==> src/rtl/feature_serializer.sv <==
`default_nettype none
// ============================================================================
//  feature_serializer
//  Snapshots one epoch's feature set and streams it as 32-bit words
//  (optional header first) over a valid/ready interface.
//  Revision: 1.0 - initial release
// ============================================================================
module feature_serializer #(
  parameter int       NUM_FEAT  = 27,
  parameter int       HEADER_EN = 1,
  parameter bit [7:0] SYNC_BYTE = 8'hA5
) (
  input  logic                   clk,
  input  logic                   rst,
  input  logic                   en,
  input  logic                   feat_valid,
  input  logic [NUM_FEAT*32-1:0] feat_in,
  output logic [31:0]            m_data,
  output logic                   m_valid,
  input  logic                   m_ready,
  output logic                   m_last,
  output logic [4:0]             m_index,
  output logic                   busy,
  output logic [15:0]            frame_cnt,
  output logic [15:0]            drop_cnt,
  output logic                   overrun
);

  localparam int       c_len  = NUM_FEAT + HEADER_EN;
  localparam bit [4:0] c_last = 5'(c_len - 1);

  typedef logic [NUM_FEAT-1:0][31:0] bank_t;

  typedef enum logic [0:0] {
    S_IDLE = 1'b0,
    S_SEND = 1'b1
  } state_t;

  state_t      r_state, w_state_nxt;
  bank_t       r_shadow, w_bank_nxt, w_feat_arr;
  logic [15:0] r_hdr_cnt, w_hdr_nxt;
  logic [15:0] r_frame_cnt, r_drop_cnt;
  logic        r_overrun;
  logic [4:0]  r_idx, w_idx_nxt;
  logic        r_valid, w_valid_nxt;
  logic        r_last, w_last_nxt;
  logic [31:0] r_data, w_data_nxt;
  logic        w_fire, w_xfer, w_capture, w_drop, w_go_idle;

  // Word w of a frame: header at w=0 when enabled, otherwise feature w-HEADER_EN.
  function automatic logic [31:0] f_word(input logic [4:0] idx, input bank_t bank,
                                         input logic [15:0] hdr);
    if (HEADER_EN != 0 && idx == 5'd0)
      return {SYNC_BYTE, 8'(NUM_FEAT), hdr};
    return bank[idx - 5'(HEADER_EN)];
  endfunction

  assign w_feat_arr = feat_in;
  assign w_fire     = feat_valid && en;
  assign w_xfer     = r_valid && m_ready;

  always_comb begin
    w_state_nxt = r_state;
    w_idx_nxt   = r_idx;
    w_valid_nxt = r_valid;
    w_hdr_nxt   = r_hdr_cnt;
    w_capture   = 1'b0;
    w_drop      = 1'b0;
    w_go_idle   = 1'b0;

    case (r_state)
      S_IDLE: begin
        if (w_fire) w_capture = 1'b1;
      end
      S_SEND: begin
        if (w_xfer && r_last) begin
          if (w_fire) w_capture = 1'b1;
          else        w_go_idle = 1'b1;
        end else begin
          if (w_xfer) w_idx_nxt = r_idx + 5'd1;
          if (w_fire) w_drop = 1'b1;
        end
      end
      default: w_go_idle = 1'b1;
    endcase

    if (w_capture) begin
      w_state_nxt = S_SEND;
      w_idx_nxt   = 5'd0;
      w_valid_nxt = 1'b1;
      w_hdr_nxt   = r_frame_cnt;
    end
    if (w_go_idle) begin
      w_state_nxt = S_IDLE;
      w_idx_nxt   = 5'd0;
      w_valid_nxt = 1'b0;
    end

    // Output word is re-derived every cycle, so it holds naturally during stalls.
    w_bank_nxt = w_capture ? w_feat_arr : r_shadow;
    w_last_nxt = w_valid_nxt && (w_idx_nxt == c_last);
    w_data_nxt = w_valid_nxt ? f_word(w_idx_nxt, w_bank_nxt, w_hdr_nxt) : 32'd0;
  end

  always_ff @(posedge clk or negedge rst) begin
    if (!rst) begin
      r_state     <= S_IDLE;
      r_shadow    <= '0;
      r_hdr_cnt   <= 16'd0;
      r_frame_cnt <= 16'd0;
      r_drop_cnt  <= 16'd0;
      r_overrun   <= 1'b0;
      r_idx       <= 5'd0;
      r_valid     <= 1'b0;
      r_last      <= 1'b0;
      r_data      <= 32'd0;
    end else begin
      r_state   <= w_state_nxt;
      r_shadow  <= w_bank_nxt;
      r_hdr_cnt <= w_hdr_nxt;
      r_idx     <= w_idx_nxt;
      r_valid   <= w_valid_nxt;
      r_last    <= w_last_nxt;
      r_data    <= w_data_nxt;
      if (w_capture) r_frame_cnt <= r_frame_cnt + 16'd1;
      if (w_drop) begin
        r_overrun <= 1'b1;
        if (r_drop_cnt != 16'hFFFF) r_drop_cnt <= r_drop_cnt + 16'd1;
      end
    end
  end

  assign m_data    = r_data;
  assign m_valid   = r_valid;
  assign m_last    = r_last;
  assign m_index   = r_idx;
  assign busy      = (r_state == S_SEND);
  assign frame_cnt = r_frame_cnt;
  assign drop_cnt  = r_drop_cnt;
  assign overrun   = r_overrun;

endmodule
`default_nettype wire

==> config.mk <==
export PLATFORM = sky130hd
export DESIGN_NAME = feature_serializer
export DESIGN_NICKNAME = d
export VERILOG_FILES = /design/src/rtl/feature_serializer.sv
export SDC_FILE = /design/constraint.sdc
export NUM_CORES = 2
export LEC_CHECK = 0
export ABC_AREA = 1
export CORE_AREA = 5 5 365 367
export CTS_CLUSTER_DIAMETER = 60
export DETAILED_ROUTE_END_ITERATION = 16
export DIE_AREA = 0 0 370 372
export PLACE_DENSITY = 0.66
export SLEW_MARGIN = 20
export SYNTH_ARGS = -nofsm -noshare
export SYNTH_HDL_FRONTEND = slang
export SYNTH_SLANG_ARGS = --single-unit
==> constraint.sdc <==
create_clock -name clk -period 3.6 [get_ports clk]
set_input_delay 0.36 -clock clk [delete_from_list [all_inputs] [get_ports clk]]
set_output_delay 0.36 -clock clk [all_outputs]
set_load 0.005 [all_outputs]
==> summary.md <==
| Metric | Value |
|---|---|
| M2 GR Usage | `0.487` |
| Worst hold slack | `194 ps` |
| Run status | `complete, no violations` |
| Setup violators final | `0` |
| Reg-to-Reg Start | `m_valid$_DFF_PN0_` |
| Worst setup path start | `m_valid$_DFF_PN0_` |
| PortBufs | `between 900 and 1000` |
| DP Worst Slack | `-35.3 ps` |
| Skew-Pair Late Insertion Delay | `720 ps` |
| Share of cells above drive strength 1 | `0.0536` |
| Total chip power | `56.9 mW` |
| Core area | `129000 um^2` |
| Pleak | `32.7 nW` |
| GRT Resource Usage Total | `0.304` |
| Clock Skew | `39.3 ps` |
| # H-tree levels | `3` |
| Die width | `370 um` |
| Cell mode on critical path | `nand2_1` |
| Via/cell ratio | `5.02` |
| Largest net degree at the start of global routing | `146` |
| Final Cell Area | `~63000 um^2` |
| Synthesized Nets | `7307` |
| Crit Path Class | `reg -> reg` |
| Final core occ | `0.488` |
| Met3 capacity usage during global routing | `0.0952` |
| Crit path cell chain | `nand3_1, nand2_8, o21ai_2, buf_4, nand2_8, ha_4, buf_12, nor2_4, buf_4, nand2_1, nand2_1, nor3_1, nand2_1, nand2_1, nor2_1, nor2_1, nor2_1` |
| DR pass1 iterations | `8` |
| Initial antenna violation count | `between 80 and 90` |
| CTS tree | `yes` |
| Placer congestion estimate | `0.991` |
| GR Overflow Total | `0` |
| TNS Setup | `0 ps` |
| Wire length of the first global-routing pass | `about 300000 um` |
| Post-synthesis sequential area ratio | `0.509` |
| WP data arrival | `approximately 3900 ps` |
| Most Crowded Layer GR | `met2` |
| Synthesized area per cell | `7.29 um^2` |
| Area post-placement | `~59000 um^2` |
| Total I/O pin count | `942` |
| Flops & latches, synth | `953` |
| Starting DRT DRC Count | `4546` |
| DP Cell Count | `8910` |
| Final worst slack | `281 ps` |
| Critical Path End | `m_data[12]$_DFF_PN0_` |
| Warnings from Yosys | `0` |
| Worst path slowest cell | `dfrtp_1` |
| Post-synth cell types | `35` |
| HPWL after DPL | `164000 um` |
| Power Dens Cells | `between 900 and 1000 nW/um^2` |
| Period utilization | `0.922` |
| Antenna Nets Post-Route | `0` |
| # Max-Cap Violations | `0` |
| Row cnt | `132` |
| CTS resizes | `0` |
| Slew @ Worst Pin | `approximately 1000 ps` |
| Worst IR Drop VDD | `0.752 mV` |
| Final min period | `3320 ps` |
| Clk root buf | `clkbuf_16` |
| Endpoints failing hold | `0` |
| Num CTS Buffers | `113` |
| CP Max Fanout | `23` |
| Grt met1 use | `0.379` |
| P&R area growth vs syn | `34.5%` |
| Slew Limit Fails | `0` |
| Slowest stage delay, CP | `460 ps` |
| Hold WC Path Type | `in -> reg` |
| R2R cell count | `17` |
| Synth Instances | `between 6000 and 7000` |
| WP data required | `about 4200 ps` |
| Worst R2R End | `m_data[12]$_DFF_PN0_` |
| Die area | `138000 um^2` |
| RSZ-0062 raised after global routing | `false` |
| Highest clock rate | `0.301 GHz` |
| Number of enable flip-flop cells after synthesis | `0` |
| CTS max path bufs | `3` |
| Vias | `45900` |
| Mapped Area | `46900 um^2` |
| Non-filler cells in the finished layout | `9156` |
| Initial Utilization | `0.363` |
| Nets@finish | `8159` |
| Primary FF master, synth | `dfrtp_1` |
| Worst-path clk slew | `around 60 ps` |
| Worst setup SP type | `register` |
| Clock sink count | `around 950` |
| R2R Setup Slk | `280 ps` |
| Die H | `372 um` |
| # DRC | `0` |
| Number of global-route vias before repair | `45200` |
| WL/cell | `23.6 um` |
| Final WL | `216000 um` |
| Worst Setup End Kind | `register` |
| Post-synth ARST share | `1.00` |
| Rel. slew slack | `0.333` |
cell type report:
type                       count  area, um^2
fill                       12600       66100
sequential                   953       23800
multi-input combinational   4446       19000
timing repair buffer        1126       11700
clock buffer                 167        3330
inverter                     644        2440
tap                         1742        2180
clock inverter                36         494
antenna                       42         105
state kept, by name (all words and copies together), names as in the netlist:
register   flops
overrun        1
r_hdr_cnt     16
m_valid        1
drop_cnt      16
m_data        32
m_last         1
r_shadow     864
frame_cnt     16
m_index        5
busy           1
power breakdown:
group	leakage [nW]	internal [mW]	total (mW)	switching, mW
Combinational	19.2	10.3	31.6	21.2
Sequential	11.6	12.8	13.6	0.779
Clock	1.88	6.92	11.8	4.84
logic make-up after synthesis:
kind of cell	synth area share
compound gates	0.0398
xor+xnor	0.00523
fa+ha+maj	0.00160
buf+inv	0.0886
flops	0.509
mux	0.000881
simple gates	0.355
synth_stat cells (3+ instances only):
| master | number | area, um^2 |
|---|---|---|
| nand2_1 | 3077 | 11500 |
| dfrtp_1 | 953 | 23800 |
| inv_1 | 639 | 2400 |
| nand3_1 | 632 | 3160 |
| buf_2 | 202 | 1010 |
| nor2_1 | 201 | 754 |
| o21ai_0 | 167 | 836 |
| clkbuf_1 | 149 | 559 |
| nand3b_1 | 114 | 856 |
| a21oi_1 | 78 | 390 |
| o21a_1 | 77 | 578 |
| buf_1 | 32 | 120 |
| nand4_1 | 23 | 144 |
| xor2_1 | 19 | 166 |
| nor3_1 | 18 | 90.1 |
| xnor2_1 | 9 | 78.8 |
| ha_1 | 6 | 75.1 |
| nand2_2 | 6 | 37.5 |
| buf_4 | 5 | 37.5 |
| inv_2 | 4 | 15.0 |
| mux2i_1 | 3 | 30.0 |
layout by cell type, fill, tap and decap left out, types with 4 or more instances in the layout:
cell,synthesis,final
o21a_1,77,77
o21ai_0,167,167
clkbuf_16,0,113
clkinv_4,0,6
dfrtp_1,953,953
diode_2,0,42
nand2_4,0,4
inv_8,0,5
clkinv_2,0,9
clkbuf_8,0,30
clkbuf_1,149,24
nor2_1,201,200
a21oi_1,78,77
inv_6,0,5
nand2_1,3077,3073
nor3_1,18,18
ha_1,6,5
inv_1,639,637
buf_12,0,68
nand2_8,0,4
nand3b_1,114,114
inv_2,4,4
xor2_1,19,19
bufinv_16,0,7
nand3_1,632,631
buf_4,5,116
xnor2_1,9,9
nand4_1,23,23
clkdlybuf4s50_1,0,940
worst min path at each step:
stage / startpoint / end / slack, ps / cells past startpoint
finish: feat_in[329] / r_shadow[329]$_DFF_PN0_ / 190 / 3
global route: feat_in[324] / r_shadow[324]$_DFF_PN0_ / 180 / 3
CTS: feat_in[480] / r_shadow[480]$_DFF_PN0_ / 150 / 3
detailed placement: r_shadow[354]$_DFF_PN0_ / r_shadow[354]$_DFF_PN0_ / 460 / 2
global placement: r_shadow[34]$_DFF_PN0_ / r_shadow[34]$_DFF_PN0_ / 450 / 2
floorplan: rst / busy$_DFFE_PN0P_ / 60 / 0
worst max-delay path: cells and delay by family (launching register included):
family / cells / cell delay (ps)
buffers and inverters: 3 / 610
AND/OR/NAND/NOR: 12 / 1550
AO/OA/AOI/OAI: 1 / 130
adder cells (fa/ha/maj): 1 / 390
flip-flops: 1 / 460
metal layers:
metal	wire length (um)	share of wire
met1	85500	0.40
met5	428	0.0020
met4	10800	0.050
met2	98800	0.46
met3	20300	0.094
timing repair:
| item | in CTS | in global routing |
|---|---|---|
| hold endpoints to repair | 56 | 0 |
| buffers inserted | 0 | 0 |
| hold buffers | 1 | 0 |
Note: power is estimated with default switching activity, not from simulation.
